--- src/rtl/uart_pkg.sv ---
// Shared UART definitions: ASCII constants, line-buffer state encoding and
// baud timing used by the receiver, transmitter and line buffer.
package uart_pkg;

  localparam logic [7:0] CHAR_LF = 8'h0A;
  localparam logic [7:0] CHAR_CR = 8'h0D;

  localparam logic ST_FILL  = 1'b0;
  localparam logic ST_DRAIN = 1'b1;

  typedef enum logic {
    S_FILL  = ST_FILL,
    S_DRAIN = ST_DRAIN
  } line_state_e;

  // 12 MHz board clock at 115200 baud: ~104 clk per bit, ~1042 per 10-bit frame.
  localparam int unsigned CLK_HZ    = 12_000_000;
  localparam int unsigned BAUD      = 115_200;
  localparam int unsigned BAUD_DIV  = CLK_HZ / BAUD;
  localparam int unsigned BAUD_HALF = BAUD_DIV / 2;

endpackage

--- src/rtl/uart_rx_line_buf.sv ---
// Collects received bytes into a line and replays the line as a valid/ready
// byte stream once a terminator arrives or the buffer fills.
module uart_rx_line_buf
  import uart_pkg::*;
#(
  parameter int unsigned DEPTH    = 32,
  parameter logic [7:0]  TERM     = CHAR_LF,
  parameter bit          STRIP_CR = 1'b1
) (
  input  logic                       clk,
  input  logic                       rst,
  input  logic [7:0]                 rx_byte,
  input  logic                       rx_strobe,
  output logic [7:0]                 out_data,
  output logic                       out_valid,
  input  logic                       out_ready,
  output logic                       out_last,
  output logic [$clog2(DEPTH+1)-1:0] line_len,
  output logic                       line_trunc,
  output logic [7:0]                 drop_cnt
);

  localparam int unsigned CW = $clog2(DEPTH + 1);
  localparam int unsigned AW = (DEPTH > 1) ? $clog2(DEPTH) : 1;
  localparam logic [CW-1:0] DEPTH_C = CW'(DEPTH);
  localparam logic [CW-1:0] ONE_C   = CW'(1);

  logic [7:0]    mem_q [DEPTH];
  line_state_e   state_q;
  logic [CW-1:0] wr_cnt_q;
  logic [CW-1:0] rd_idx_q;
  logic [CW-1:0] line_len_q;
  logic          line_trunc_q;
  logic          out_valid_q;
  logic          out_last_q;
  logic [7:0]    out_data_q;
  logic [7:0]    drop_cnt_q;

  logic          is_strip;
  logic          is_term;
  logic          store_en;
  logic [CW-1:0] wr_cnt_d;
  logic [CW-1:0] rd_idx_d;
  logic [CW-1:0] last_idx;

  // NOTE: every signal gets a value at the top of always_comb so no path
  // leaves it unassigned, which would otherwise infer a latch.
  always_comb begin
    is_strip = STRIP_CR && (rx_byte == CHAR_CR);
    is_term  = (rx_byte == TERM);
    store_en = (state_q == S_FILL) && rx_strobe && !is_strip && !is_term;
    wr_cnt_d = wr_cnt_q + ONE_C;
    rd_idx_d = rd_idx_q + ONE_C;
    last_idx = line_len_q - ONE_C;
  end

  // NOTE: the line buffer is deliberately not reset; entries are only read
  // after being written for the current line, so reset would add no value.
  always_ff @(posedge clk) begin
    if (store_en) begin
      mem_q[wr_cnt_q[AW-1:0]] <= rx_byte;
    end
  end

  // NOTE: all state here uses non-blocking assignments so every register
  // samples pre-edge values, independent of statement order.
  always_ff @(posedge clk) begin
    if (rst) begin
      state_q      <= S_FILL;
      wr_cnt_q     <= '0;
      rd_idx_q     <= '0;
      line_len_q   <= '0;
      line_trunc_q <= 1'b0;
      out_valid_q  <= 1'b0;
      out_last_q   <= 1'b0;
      out_data_q   <= 8'h00;
      drop_cnt_q   <= 8'h00;
    end else begin
      // Any byte arriving while a line is being drained is lost.
      if ((state_q == S_DRAIN) && rx_strobe && (drop_cnt_q != 8'hFF)) begin
        drop_cnt_q <= drop_cnt_q + 8'h01;
      end

      case (state_q)
        S_FILL: begin
          if (rx_strobe && !is_strip) begin
            if (is_term) begin
              if (wr_cnt_q != '0) begin
                state_q      <= S_DRAIN;
                line_len_q   <= wr_cnt_q;
                line_trunc_q <= 1'b0;
                rd_idx_q     <= '0;
                out_valid_q  <= 1'b1;
                out_data_q   <= mem_q[0];
                out_last_q   <= (wr_cnt_q == ONE_C);
              end
            end else begin
              wr_cnt_q <= wr_cnt_d;
              // DEPTH >= 2, so a full line never ends on its first byte.
              if (wr_cnt_d == DEPTH_C) begin
                state_q      <= S_DRAIN;
                line_len_q   <= DEPTH_C;
                line_trunc_q <= 1'b1;
                rd_idx_q     <= '0;
                out_valid_q  <= 1'b1;
                out_data_q   <= mem_q[0];
                out_last_q   <= 1'b0;
              end
            end
          end
        end

        S_DRAIN: begin
          if (out_ready) begin
            if (out_last_q) begin
              state_q      <= S_FILL;
              wr_cnt_q     <= '0;
              rd_idx_q     <= '0;
              line_len_q   <= '0;
              line_trunc_q <= 1'b0;
              out_valid_q  <= 1'b0;
              out_last_q   <= 1'b0;
              out_data_q   <= 8'h00;
            end else begin
              rd_idx_q   <= rd_idx_d;
              out_data_q <= mem_q[rd_idx_d[AW-1:0]];
              out_last_q <= (rd_idx_d == last_idx);
            end
          end
        end

        default: state_q <= S_FILL;
      endcase
    end
  end

  assign out_data   = out_data_q;
  assign out_valid  = out_valid_q;
  assign out_last   = out_last_q;
  assign line_len   = line_len_q;
  assign line_trunc = line_trunc_q;
  assign drop_cnt   = drop_cnt_q;

endmodule
--- config.mk ---
export PLATFORM = sky130hd
export DESIGN_NAME = uart_rx_line_buf
export DESIGN_NICKNAME = d
export VERILOG_FILES = /design/src/rtl/uart_pkg.sv /design/src/rtl/uart_rx_line_buf.sv
export SDC_FILE = /design/constraint.sdc
export NUM_CORES = 1
export LEC_CHECK = 0
export BUFFER_PORTS_ARGS = -buffer_cell sky130_fd_sc_hd__buf_2
export CAP_MARGIN = 30
export CORE_UTILIZATION = 30
export CTS_CLUSTER_DIAMETER = 80
export CTS_CLUSTER_SIZE = 24
export DETAILED_ROUTE_END_ITERATION = 16
export PLACE_DENSITY = 0.43
export REMOVE_ABC_BUFFERS = 1
export SYNTH_ARGS = -nofsm -noshare
export SYNTH_HDL_FRONTEND = slang
export SYNTH_SLANG_ARGS = --single-unit
export TNS_END_PERCENT = 1
--- constraint.sdc ---
create_clock -name clk -period 2.35 [get_ports clk]
set_input_delay 0.3525 -clock clk [delete_from_list [all_inputs] [get_ports clk]]
set_output_delay 0.3525 -clock clk [all_outputs]
set_load 0.01 [all_outputs]
==> results.txt <==
status -> finished, violations left
failing checks -> DRC, setup timing
Synth-to-Final Area Change -> 20.3%
Final Cell Area -> 14,500 sq um
fin worst setup slack -> -0.154 ns
clk sink count -> 294
Clock Latency Late Sink -> 0.52 ns
largest net degree at the start of global routing -> 34
Yosys top cell area share -> 63.8%
Highest Clock Rate -> 0.399 GHz
total power -> 9.41 mW
synthesized flop and latch total -> 294
Via density -> 5.05
Clk network pwr share -> 36.4%
Starting Density -> 30.3%
total congestion overflow -> 0
ys async rst share -> 0%
Ys Warns -> 0
Cells after DPL -> 1,311
Mapped Cells -> 695
Layout fillers -> 3,716
post-layout minimum cycle time -> 2.50 ns
top cells by area, synth -> edfxtp_1 64%, mux4_2 12%, dfxtp_1 6.3%
Setup crit end kind -> flop
DRC violations left -> 2
IO Count -> 37
CTS clk-pin slew, worst paths -> 0.09 ns
WL final -> 32.4 mm
Net Sw Frac -> 21.9%
R2R Setup Slk -> -0.15 ns
Leak -> 4.75 nW
Required @ worst endpoint -> 2.81 ns
Syn Area/Cell -> 17.3 sq um
WP data arrival -> 2.96 ns
CTS tree -> done
Via Count -> 6,843
RSZ-0062 raised after global routing -> true
CTS H-Tree Depth -> 1
first-pass GRT wire length -> 47.8 mm
Final Non-Filler Cells -> 1,355
initial antenna violation count -> 0
final hold violation count -> 0
Final setup viols -> 8
WL/cell -> 23.9 microns
post-cts hold buffer count -> 0
Yosys top cell by area -> edfxtp_1
commonest non-fill, non-tap cells in the layout -> 256 x edfxtp_1, 81 x buf_4, 62 x mux4_2
Iteration-0 DRC Markers -> 616
Max-Cap Viols -> 0
footprint of the multi-input gates -> 3540 sq um
ant diodes -> 0
clk buf depth -> 3
combinational share of power -> 3.0%
worst vdd ir -> 322 uV
Die ar. -> 41,000 sq um
All-Layer GR Usage -> 15.9%
row count -> 73
number of flops mapped to enable cells by yosys -> 256
Core Footprint -> 39,700 sq um
vias in the first global route -> 7,032
Max Slew Vio Count -> 0
sequential-to-total area share from yosys stat -> 70.1%
CP Launch Type -> flop
nets@finish -> 838
kind of critical path -> flop to flop
worst slew pin tran -> 0.962 ns
Rel. slew slack -> 35.6%
Cell Pwr Density -> 649 nW/um^2
DP Wirelength -> 22.0 mm
Mapped Area -> 12,100 sq um
routability congestion estimate -> 0.789
Tcrit/Tclk final -> 107%
die width -> 202 microns
antenna violation net count after detailed routing -> 0
Main synth FF type -> edfxtp_1
number of CTS-inserted buffers -> 18
CTS Root Cell -> clkbuf_16
number of port buffers -> 36
most common cell after layout, fill and taps aside -> edfxtp_1
drt pass-1 iters -> 11
Worst Hold Class -> input port to flop
share of post-route cells with drive strength above 1 -> 32.7%
switching pwr -> 2.06 mW
CP Max Fanout -> 6
Area after DPL -> 13,600 sq um
FF/Latch Area -> 8460 sq um
Netlist cell types -> 57
die height -> 202 microns
Final Skew -> 0.0141 ns
Reg power frac -> 60.6%
Int Power -> 7.35 mW
[synth_stat cells, drive strengths merged (6+ instances only)]
cell     number
a2111oi      11
a21oi        15
buf          22
clkbuf       14
dfxtp        38
edfxtp      256
ha            8
inv           6
mux2         11
mux2i        33
mux4         62
nand2        38
nand2b        7
nand3         9
nand4         7
nor2         53
nor3          6
nor4          7
o21ai        16
xnor2        10
xor2         13
[timing repair]
item | 4_1_cts | 5_1_grt
gates resized for setup | 30 | 12
endpoints found under the setup margin | 11 | 46
gates cloned | 3 | 0
pin swaps | 7 | 5
setup buffers | 9 | 1
[cell type report]
cell class,count,area share (%)
Sequential cell,294,58.3
Multi-Input combinational cell,358,24.4
Clock inverter,7,0.587
Timing Repair Buffer,139,8.58
Clock buffer,25,3.43
Inverter,7,0.181
Tap cell,525,4.53
[routing by layer]
layer | up-vias | global-route usage [%] | share of wire (%)
met1 | 3601 | 22.9 | 46
li1 | 3015 | - | -
met3 | 40 | 1.85 | 4.6
met5 | - | 0 | 0
met2 | 187 | 25.6 | 47
met4 | 0 | 4.43 | 2.3
[state kept, by name, summed over array words and instances, names as in the netlist]
| signal | cells |
|---|---|
| drop_cnt | 8 |
| wr_cnt_q | 6 |
| rd_idx_q | 6 |
| line_trunc | 1 |
| state_q | 1 |
| line_len | 6 |
| out_valid | 1 |
| out_last | 1 |
| mem_q | 256 |
| out_data | 8 |
[critical path: stages (launching register included)]
cell and delay [ns]:
dfxtp_4 0.36, ha_4 0.30, buf_12 0.15, buf_16 0.13, mux2i_2 0.14, mux4_2 0.54, or4_4 0.43, o211ai_1 0.14
a221oi_2 0.08, a21oi_2 0.14
[worst paths after layout]
kind	startpoint	to	cells after the start
setup reg to reg	rd_idx_q[0]	out_data[3]	9
hold reg to reg	out_valid	out_valid	1
setup / recovery	rd_idx_q[0]	out_data[3]	9
hold / removal	rx_byte[3]	mem_q[4][3]	1
[through the flow]
stage	setup slack [ns]	TNS, ns	hold WS, ns	util [%]
floorplan	-3.54	-36.42	0.422	-
global placement	-0.578	-46.84	0.431	34.2
detailed placement	-0.502	-53.87	0.442	34.2
CTS	-0.146	-0.970	0.165	36.4
global route	-0.225	-1.60	0.167	36.5
finish	-0.154	-0.770	0.178	36.5
[power by group through the flow]
| stage | Clock, mW | Sequential, mW | Combinational (mW) |
|---|---|---|---|
| floorplan | 0 | 5.82 | 0.0703 |
| global placement | 0 | 5.82 | 0.273 |
| detailed placement | 0 | 5.82 | 0.279 |
| CTS | 3.52 | 5.70 | 0.287 |
| global route | 3.67 | 5.70 | 0.305 |
| finish | 3.43 | 5.70 | 0.282 |
[kinds of logic after synthesis]
logic type / count (synthesis) / share of synthesized area (%)
compound gates: 72 / 4.24
xor+xnor: 23 / 1.67
fa+ha+maj: 8 / 0.830
buf+inv: 43 / 1.93
flops: 294 / 70.1
mux: 106 / 15.3
simple gates: 149 / 5.91
(Power assumes the default switching activity.)
